$ cat src/rtl/mem_lsu.sv
// MEM-stage load/store unit: EX/MEM op to data-bus transaction plus load formatting.
// Optional LSU_BUS_ERR_EN adds dbus_err, routed to lsu_misalign and a zeroed result.
module mem_lsu #(
   parameter int REG_WIDTH  = 32,
   parameter int ADDR_WIDTH = 32
) (
   input  logic                  clk,
   input  logic                  reset_n,
   input  logic [6:0]            EX_MEM_inst_opcode,
   input  logic [2:0]            EX_MEM_funct3,
   input  logic [REG_WIDTH-1:0]  EX_MEM_alu_out,
   input  logic [REG_WIDTH-1:0]  EX_MEM_dataB,
   output logic                  dbus_req,
   output logic                  dbus_we,
   output logic [ADDR_WIDTH-1:0] dbus_addr,
   output logic [31:0]           dbus_wdata,
   output logic [3:0]            dbus_wstrb,
   input  logic                  dbus_ready,
   input  logic                  dbus_rvalid,
   input  logic [31:0]           dbus_rdata,
`ifdef LSU_BUS_ERR_EN
   input  logic                  dbus_err,
`endif
   output logic [REG_WIDTH-1:0]  DMEM_data_out,
   output logic                  lsu_stall,
   output logic                  lsu_misalign
);

   typedef enum logic [1:0] {IDLE, REQ, WAIT, DONE} state_t;

   localparam logic [6:0] OP_LOAD  = 7'b0000011;
   localparam logic [6:0] OP_STORE = 7'b0100011;

   state_t      state_q, state_d;
   logic        is_load, is_store, mem_op, bad, err_hit;
   logic [2:0]  f3;
   logic [2:0]  f3_q;
   logic [1:0]  lane_q;
   logic [31:0] st_wdata;
   logic [3:0]  st_wstrb;
   logic [7:0]  lbyte;
   logic [15:0] lhalf;
   logic [31:0] load_val;

   assign f3       = EX_MEM_funct3;
   assign is_load  = EX_MEM_inst_opcode == OP_LOAD;
   assign is_store = EX_MEM_inst_opcode == OP_STORE;
   assign mem_op   = is_load | is_store;

   assign bad = (is_load && (f3 == 3'b011 || f3 == 3'b110 || f3 == 3'b111))
              | (is_store && f3 > 3'b010)
              | (mem_op && f3[1:0] == 2'b01 && EX_MEM_alu_out[0])
              | (mem_op && f3[1:0] == 2'b10 && EX_MEM_alu_out[1:0] != 2'b00);

`ifdef LSU_BUS_ERR_EN
   assign err_hit = dbus_err && ((state_q == REQ && dbus_ready)
                              || (state_q == WAIT && dbus_rvalid));
`else
   assign err_hit = 1'b0;
`endif

   always_ff @(posedge clk or negedge reset_n) begin
      if (!reset_n) state_q <= IDLE;
      else          state_q <= state_d;
   end

   always_comb begin
      state_d = state_q;
      case (state_q)
         IDLE:    if (mem_op && !bad) state_d = REQ;
         REQ:     if (dbus_ready)
                     state_d = (dbus_we || err_hit) ? DONE : WAIT;
         WAIT:    if (dbus_rvalid) state_d = DONE;
         default: state_d = IDLE;
      endcase
   end

   always_comb begin
      lsu_stall    = mem_op && state_q != DONE && !bad;
      lsu_misalign = (state_q == IDLE && mem_op && bad) || err_hit;
   end

   // Store lanes are replicated so the slave only needs the strobes.
   always_comb begin
      st_wdata = EX_MEM_dataB;
      st_wstrb = 4'b1111;
      unique case (1'b1)
         (f3[1:0] == 2'b00): begin
            st_wdata = {4{EX_MEM_dataB[7:0]}};
            st_wstrb = 4'b0001 << EX_MEM_alu_out[1:0];
         end
         (f3[1:0] == 2'b01): begin
            st_wdata = {2{EX_MEM_dataB[15:0]}};
            st_wstrb = EX_MEM_alu_out[1] ? 4'b1100 : 4'b0011;
         end
         default: ;
      endcase
   end

   always_comb begin
      case (lane_q)
         2'd0:    lbyte = dbus_rdata[7:0];
         2'd1:    lbyte = dbus_rdata[15:8];
         2'd2:    lbyte = dbus_rdata[23:16];
         default: lbyte = dbus_rdata[31:24];
      endcase
      lhalf    = lane_q[1] ? dbus_rdata[31:16] : dbus_rdata[15:0];
      load_val = dbus_rdata;
      unique case (1'b1)
         (f3_q[1:0] == 2'b00): load_val = {{24{lbyte[7] & ~f3_q[2]}}, lbyte};
         (f3_q[1:0] == 2'b01): load_val = {{16{lhalf[15] & ~f3_q[2]}}, lhalf};
         default: ;
      endcase
   end

   always_ff @(posedge clk or negedge reset_n) begin
      if (!reset_n) begin
         dbus_req      <= 1'b0;
         dbus_we       <= 1'b0;
         dbus_addr     <= '0;
         dbus_wdata    <= '0;
         dbus_wstrb    <= '0;
         f3_q          <= '0;
         lane_q        <= '0;
         DMEM_data_out <= '0;
      end else begin
         case (state_q)
            IDLE: if (mem_op) begin
               if (!bad) begin
                  dbus_req   <= 1'b1;
                  dbus_we    <= is_store;
                  dbus_addr  <= {EX_MEM_alu_out[ADDR_WIDTH-1:2], 2'b00};
                  dbus_wdata <= st_wdata;
                  dbus_wstrb <= is_store ? st_wstrb : 4'b0000;
                  f3_q       <= f3;
                  lane_q     <= EX_MEM_alu_out[1:0];
               end else begin
                  DMEM_data_out <= '0;
               end
            end
            REQ: if (dbus_ready) begin
               dbus_req <= 1'b0;
               if (err_hit) DMEM_data_out <= '0;
            end
            WAIT: if (dbus_rvalid)
               DMEM_data_out <= err_hit ? '0 : load_val;
            default: ;
         endcase
      end
   end

endmodule

$ cat config.mk
export PLATFORM = sky130hd
export DESIGN_NAME = mem_lsu
export DESIGN_NICKNAME = d
export VERILOG_FILES = /design/src/rtl/mem_lsu.sv
export SDC_FILE = /design/constraint.sdc
export NUM_CORES = 1
export LEC_CHECK = 0
export ABC_AREA = 1
export CAP_MARGIN = 0
export CORE_MARGIN = 4
export CORE_UTILIZATION = 41
export CTS_BUF_LIST = sky130_fd_sc_hd__clkbuf_8
export DETAILED_ROUTE_END_ITERATION = 10
export HOLD_SLACK_MARGIN = 0.12
export PLACE_DENSITY = 0.77
export SETUP_SLACK_MARGIN = 0.02
export SLEW_MARGIN = 20
export SYNTH_ARGS = -nofsm -noshare
export SYNTH_HDL_FRONTEND = slang
export SYNTH_SLANG_ARGS = --single-unit
export TNS_END_PERCENT = 5
$ cat constraint.sdc
create_clock -name clk -period 1.6 [get_ports clk]
set_clock_uncertainty 0.1 [all_clocks]
set_input_delay 0.32 -clock clk [delete_from_list [all_inputs] [get_ports clk]]
set_output_delay 0.32 -clock clk [all_outputs]
set_load 0.05 [all_outputs]
Word-level counts from Yosys, hierarchy flattened

Index checks and enable logic that the tools add are counted.

Logic and storage cells: 83
Bits in registers: 107
Input port bits: 110
Output and inout port bits: 104

Magnitude comparators: 1
Equality and inequality tests: 19
Shifts and indexed selects: 1
Reduce and logical (&&, ||, !) cells: 25
Muxes and demuxes: 20
Bitwise logic cells: 8

Operator list:

| operator              | count |
|---|---|
| $pmux W32 S2          | 3 |
| $mux W32              | 3 |
| $pmux W8 S3           | 1 |
| $mux W16              | 1 |
| $ne A2 B2 Y1 const B  | 7 |
| $logic_and A1 B1 Y1   | 11 |
| $eq A2 B1 Y1 const B  | 4 |
| $logic_not A2 Y1      | 4 |
| $mux W4               | 2 |
| $pmux W4 S2           | 1 |
| $reduce_and A4 Y1     | 2 |
| $eq A7 B2 Y1 const B  | 1 |
| $eq A7 B6 Y1 const B  | 1 |
| $eq A2 B2 Y1 const B  | 3 |
| $eq A3 B3 Y1 const B  | 2 |
| $mux W2               | 3 |
| $pmux W2 S3           | 1 |
| $reduce_and A3 Y1     | 2 |
| $reduce_bool A2 Y1    | 3 |
| $mux W1               | 4 |
| $or A1 B1 Y1          | 4 |
| $shl A1 B2 Y4 const A | 1 |
| $eq A3 B2 Y1 const B  | 1 |
| $gt A3 B2 Y1 const B  | 1 |
| 5 further kinds       | 8 |

Depth between registers and ports, before layout

Word-level depth: 11
Depth in mapped cells: 13
Gate-level depth less buffers: 12

Worst setup path after synthesis

No wires, ideal clock.

Path kind: input port to output port
Start: in EX_MEM_funct3[1]
End: out lsu_stall
Path slack: -0.334 ns
Path buffers: 1
Arrival: 1.514 ns
Stages on the path: 6
Data required time: 1.180 ns
Cells stage by stage: buf_6 > inv_6 > nand2_4 > a21oi_4 > nand3b_1 > nor2_1

Longest elaborated chain between the ends: 9
Elaborated cells on any way between the ends: 19
Classes of those cells: order compare (1); eq/ne (5); bitwise (3); reduce/logical (10)

RTL lines:

| element                                              | RTL line | source |
|---|---|---|
| start: declaration                                   | 10       | `input logic [2:0] EX_MEM_funct3,` |
| branches (longest 6 deep; another with $gt A3 B2 Y1) | --       |  |
| $or A1 B1 Y1 (*)                                     | 53       | `\| (mem_op && f3[1:0] == 2'b10 && EX_MEM_alu_out[1:0] != 2'b00);` |
| $logic_not A1 Y1 (*)                                 | --       |  |
| $logic_and A1 B1 Y1 (*)                              | 79       | `lsu_stall = mem_op && state_q != DONE && !bad;` |
| end: declaration                                     | 25       | `output logic lsu_stall,` |

Mark *: on every way between the ends.

Worst setup path after layout

Start: reg state_q[1]
End: out lsu_misalign

Longest elaborated chain between the ends: 3

RTL lines:

| element                           | RTL line | source |
|---|---|---|
| start: declaration                | 34       | `state_t state_q, state_d;` |
| start signal: assignment          | 64       | `else state_q <= state_d;` |
| $logic_not A2 Y1                  | 80       | `lsu_misalign = (state_q == IDLE && mem_op && bad) \|\| err_hit;` |
| $logic_and A1 B1 Y1 (2 in series) | 80       |  |
| end: declaration                  | 26       | `output logic lsu_misalign` |

Every way passes these cells.

==> summary.txt <==
STA
  • Min Tclk post-route: 1.93 ns
  • Final setup vio count: 108
  • Fmax: 0.519 GHz
  • RSZ-0062 raised after global routing: true
  • Hold Fails Final Rpt: 0
  • Max Slew Vio Count: 0
  • Hold WS: between 0.3 and 0.4 ns
  • Period utilization: 121%
  • Setup slack after layout: -0.328 ns

Global route
  • Vias in the first global route: 6013
  • Total track usage: between 20 and 25%
  • Initial antenna violation count: 1
  • Global-route wire length before repair: around 31000 um
  • Largest net degree at the start of global routing: 52
  • GRT overflow: 0

Route
  • Routed met3 length: approximately 2100 um
  • Metal1 wirelength: 7170 um
  • Routed wire per std cell: 16.3 um
  • Met2 WL: ~9800 um
  • Top Metal Used: met4
  • Antenna viol nets, final: 0
  • DRC: 0
  • First-pass DRT Iterations: 5
  • Total wire length: between 15000 and 20000 um
  • Via count: around 6k
  • Vias/cell: between 5 and 6
  • Starting DRT DRC Count: 389

Synth
  • Syn_area_per_cell: 7.36 um^2
  • Yosys top cell area share: between 40% and 50%
  • Synthesized area: around 5700 um^2
  • Sequential area share after synthesis: 47.3%
  • Seq cells post-synth: between 100 and 150
  • Mapped Cells: 770
  • Main area contributors after synthesis: dfrtp_1 47%, nand2_1 24%, nand3_1 5.2%, inv_1 3.4%, nor2_1 2.8%
  • Yosys top cell by area: dfrtp_1
  • Yosys cell types: 31
  • Syn. warnings: 0

Setup path
  • Critical path cell sequence: inv_2 > ha_4 > inv_4 > nor2_4 > nand2_4 > clkinvlp_4 > buf_12
  • Slowest CP cell: dfrtp_1
  • WS Path Type: reg2out
  • CP peak stage delay: 0.43 ns
  • Largest delay share family, worst path: flip-flops
  • Setup crit start kind: flip-flop
  • Max FO, Critical Path: 2
  • WP data arrival: between 1.5 and 2 ns
  • Worst path required time: 1.18 ns
  • CP Capture Type: output port
  • WP buf/inv: 4

Clock tree
  • Clock Tree Root: clkbuf_8
  • Cts bufs inserted: 9
  • H-Tree Depth: 3
  • CTS clk-pin slew, worst paths: 0.11 ns
  • Total clock sinks: about 110
  • CTS max path bufs: 2
  • CTS tree: built
  • Worst-Skew Late Latency: 0.39 ns

Pwr
  • Leakage power: a little under 5 nW
  • PD cells: about 1200 nW/um^2
  • Pwr Total: approximately 0.012 W
  • Peak VDD IR: about 0.76 mV

Finish
  • # nets final: 1130
  • Area Growth Syn to Fin: 71.9%
  • Layout cells sized above 1: around 23%

Floorplan
  • Die Span Y: ~130 um
  • Row count: 42
  • Die X: between 100 and 150 um
  • Die ar.: roughly 16000 um^2
  • Initial Util: between 40% and 50%
  • Io pins: 214
  • Core area: 13400 um^2

Placement
  • Post-place setup slack: -0.517 ns
  • I/O Buffers: about 210
  • HPWL after DPL: 14300 um
  • Final Wtd Congestion: about 0.9

Min path
  • Worst Hold Class: in2reg

Flow run
  • Max Cap Viol: 0

Outcome
  • Failing checks: setup timing
  • Status: finished with violations
[power breakdown]
part | leakage [nW] | internal [W] | switching, W
Clock | 0.0836 | 0.000578 | 0.00101
Combinational | 3.39 | 0.00285 | 0.00336
Sequential | 1.47 | 0.00317 | 0.000535
[per-stage QoR]
step           cell area [um^2]  utilization (%)  TNS [ns]  cells
2_1_floorplan              5720                -         0    771
3_3_place_gp               9210             68.8    -42.92   1162
3_5_place_dp               9210             68.8    -47.73   1162
4_1_cts                    9610             71.7     -6.36   1193
5_1_grt                    9740             72.7    -24.54   1198
6_report                   9740             72.7    -16.17   1198
[Yosys cell counts]
library cell  number
nor2_4             2
nand2_1          355
buf_2             15
nand2_2            1
inv_6              1
nor2_1            42
buf_4              4
nand2_8            1
clkinv_1           1
inv_2              2
inv_1             52
o211ai_1           3
buf_6             10
nand3b_1           3
nand3_4            3
a21oi_1           31
a31oi_1            4
or2_2              7
ha_1               4
a21oi_4            2
nor2_2             3
conb_1             1
o21a_1             1
nand2_4            3
dfrtp_1          107
o21ai_1           10
clkbuf_1          14
buf_1              1
nand3_1           59
nand3_2            1
o21ai_0           27
[worst paths after layout]
check	start	to	slack, ns	cells past startpoint
setup / recovery	state_q[1]	lsu_misalign	-0.33	7
hold / removal	EX_MEM_inst_opcode[5]	dbus_we	0.31	3
setup reg to reg	state_q[1]	dbus_wdata[16]	-0.30	11
hold reg to reg	DMEM_data_out[26]	DMEM_data_out[26]	0.45	2
max in group asynchronous	reset_n	lane_q[1]	0.59	3
min in group asynchronous	reset_n	dbus_addr[14]	0.33	2
[placed cells by master (no fill, tap or decap), drive strengths merged]
cell           Yosys  final
dlygate4sd2        0      6
nand3             63     63
clkbuf            14      9
dfrtp            107    107
o21ai             37     37
diode              0      1
nand2            360    360
clkdlybuf4s50      0     96
clkinvlp           0      4
buf               30    169
o211ai             3      3
o21a               1      1
clkinv             1      3
dlygate4sd3        0      1
a21oi             33     33
conb               1      2
inv               55     56
bufbuf             0      1
clkdlybuf4s15      0      5
or2                7      7
a31oi              4      4
ha                 4      4
nand3b             3      3
nor2              47     47
[layout make-up]
class,count,area [um^2]
repair buffers,278,3800
fillers,967,3660
flip-flops and latches,107,2680
multi-input cells,564,2630
inverters,56,229
well taps,176,220
clock buffers,9,124
clock inverters,7,52.6
diodes,1,2.50
[cell families (layout without fill, tap and decap cells)]
| family | Yosys count | count (layout) | synth area share [%] |
|---|---|---|---|
| compound gates | 78 | 78 | 7.55 |
| fa+ha+maj | 4 | 4 | 0.884 |
| buf+inv | 100 | 350 | 8.64 |
| flops | 107 | 107 | 47.3 |
| other cells | 1 | 3 | 0.0662 |
| simple gates | 480 | 480 | 35.6 |
[registers in the layout (all words and copies together), names as in the netlist]
register,cells
dbus_addr,30
dbus_we,1
f3_q,3
state_q,2
dbus_req,1
lane_q,2
dbus_wdata,32
dbus_wstrb,4
DMEM_data_out,32
[worst min-delay path: cells and delay by family]
kind	cells	cell delay [ns]
buffers and inverters	2	0.32
AOI/OAI and AO/OA	1	0.11
[routing by layer]
metal  vias to the layer above  global-route usage [%]
li1                       2881                       -
met1                      2846                    29.0
met2                       260                    42.0
met3                        34                    8.74
met4                         0                    7.84
met5                         -                       0
[timing repair]
| item | in CTS | in global routing |
|---|---|---|
| cloned | 2 | 0 |
| buffers inserted | 12 | 7 |
| hold buffers | 1 | 0 |
| gates resized for setup | 44 | 32 |
| setup endpoints to repair | 107 | 109 |
| pin swaps | 15 | 17 |
| endpoints found under the hold margin | 107 | 0 |
No activity file was read; power rests on OpenSTA's default activity.
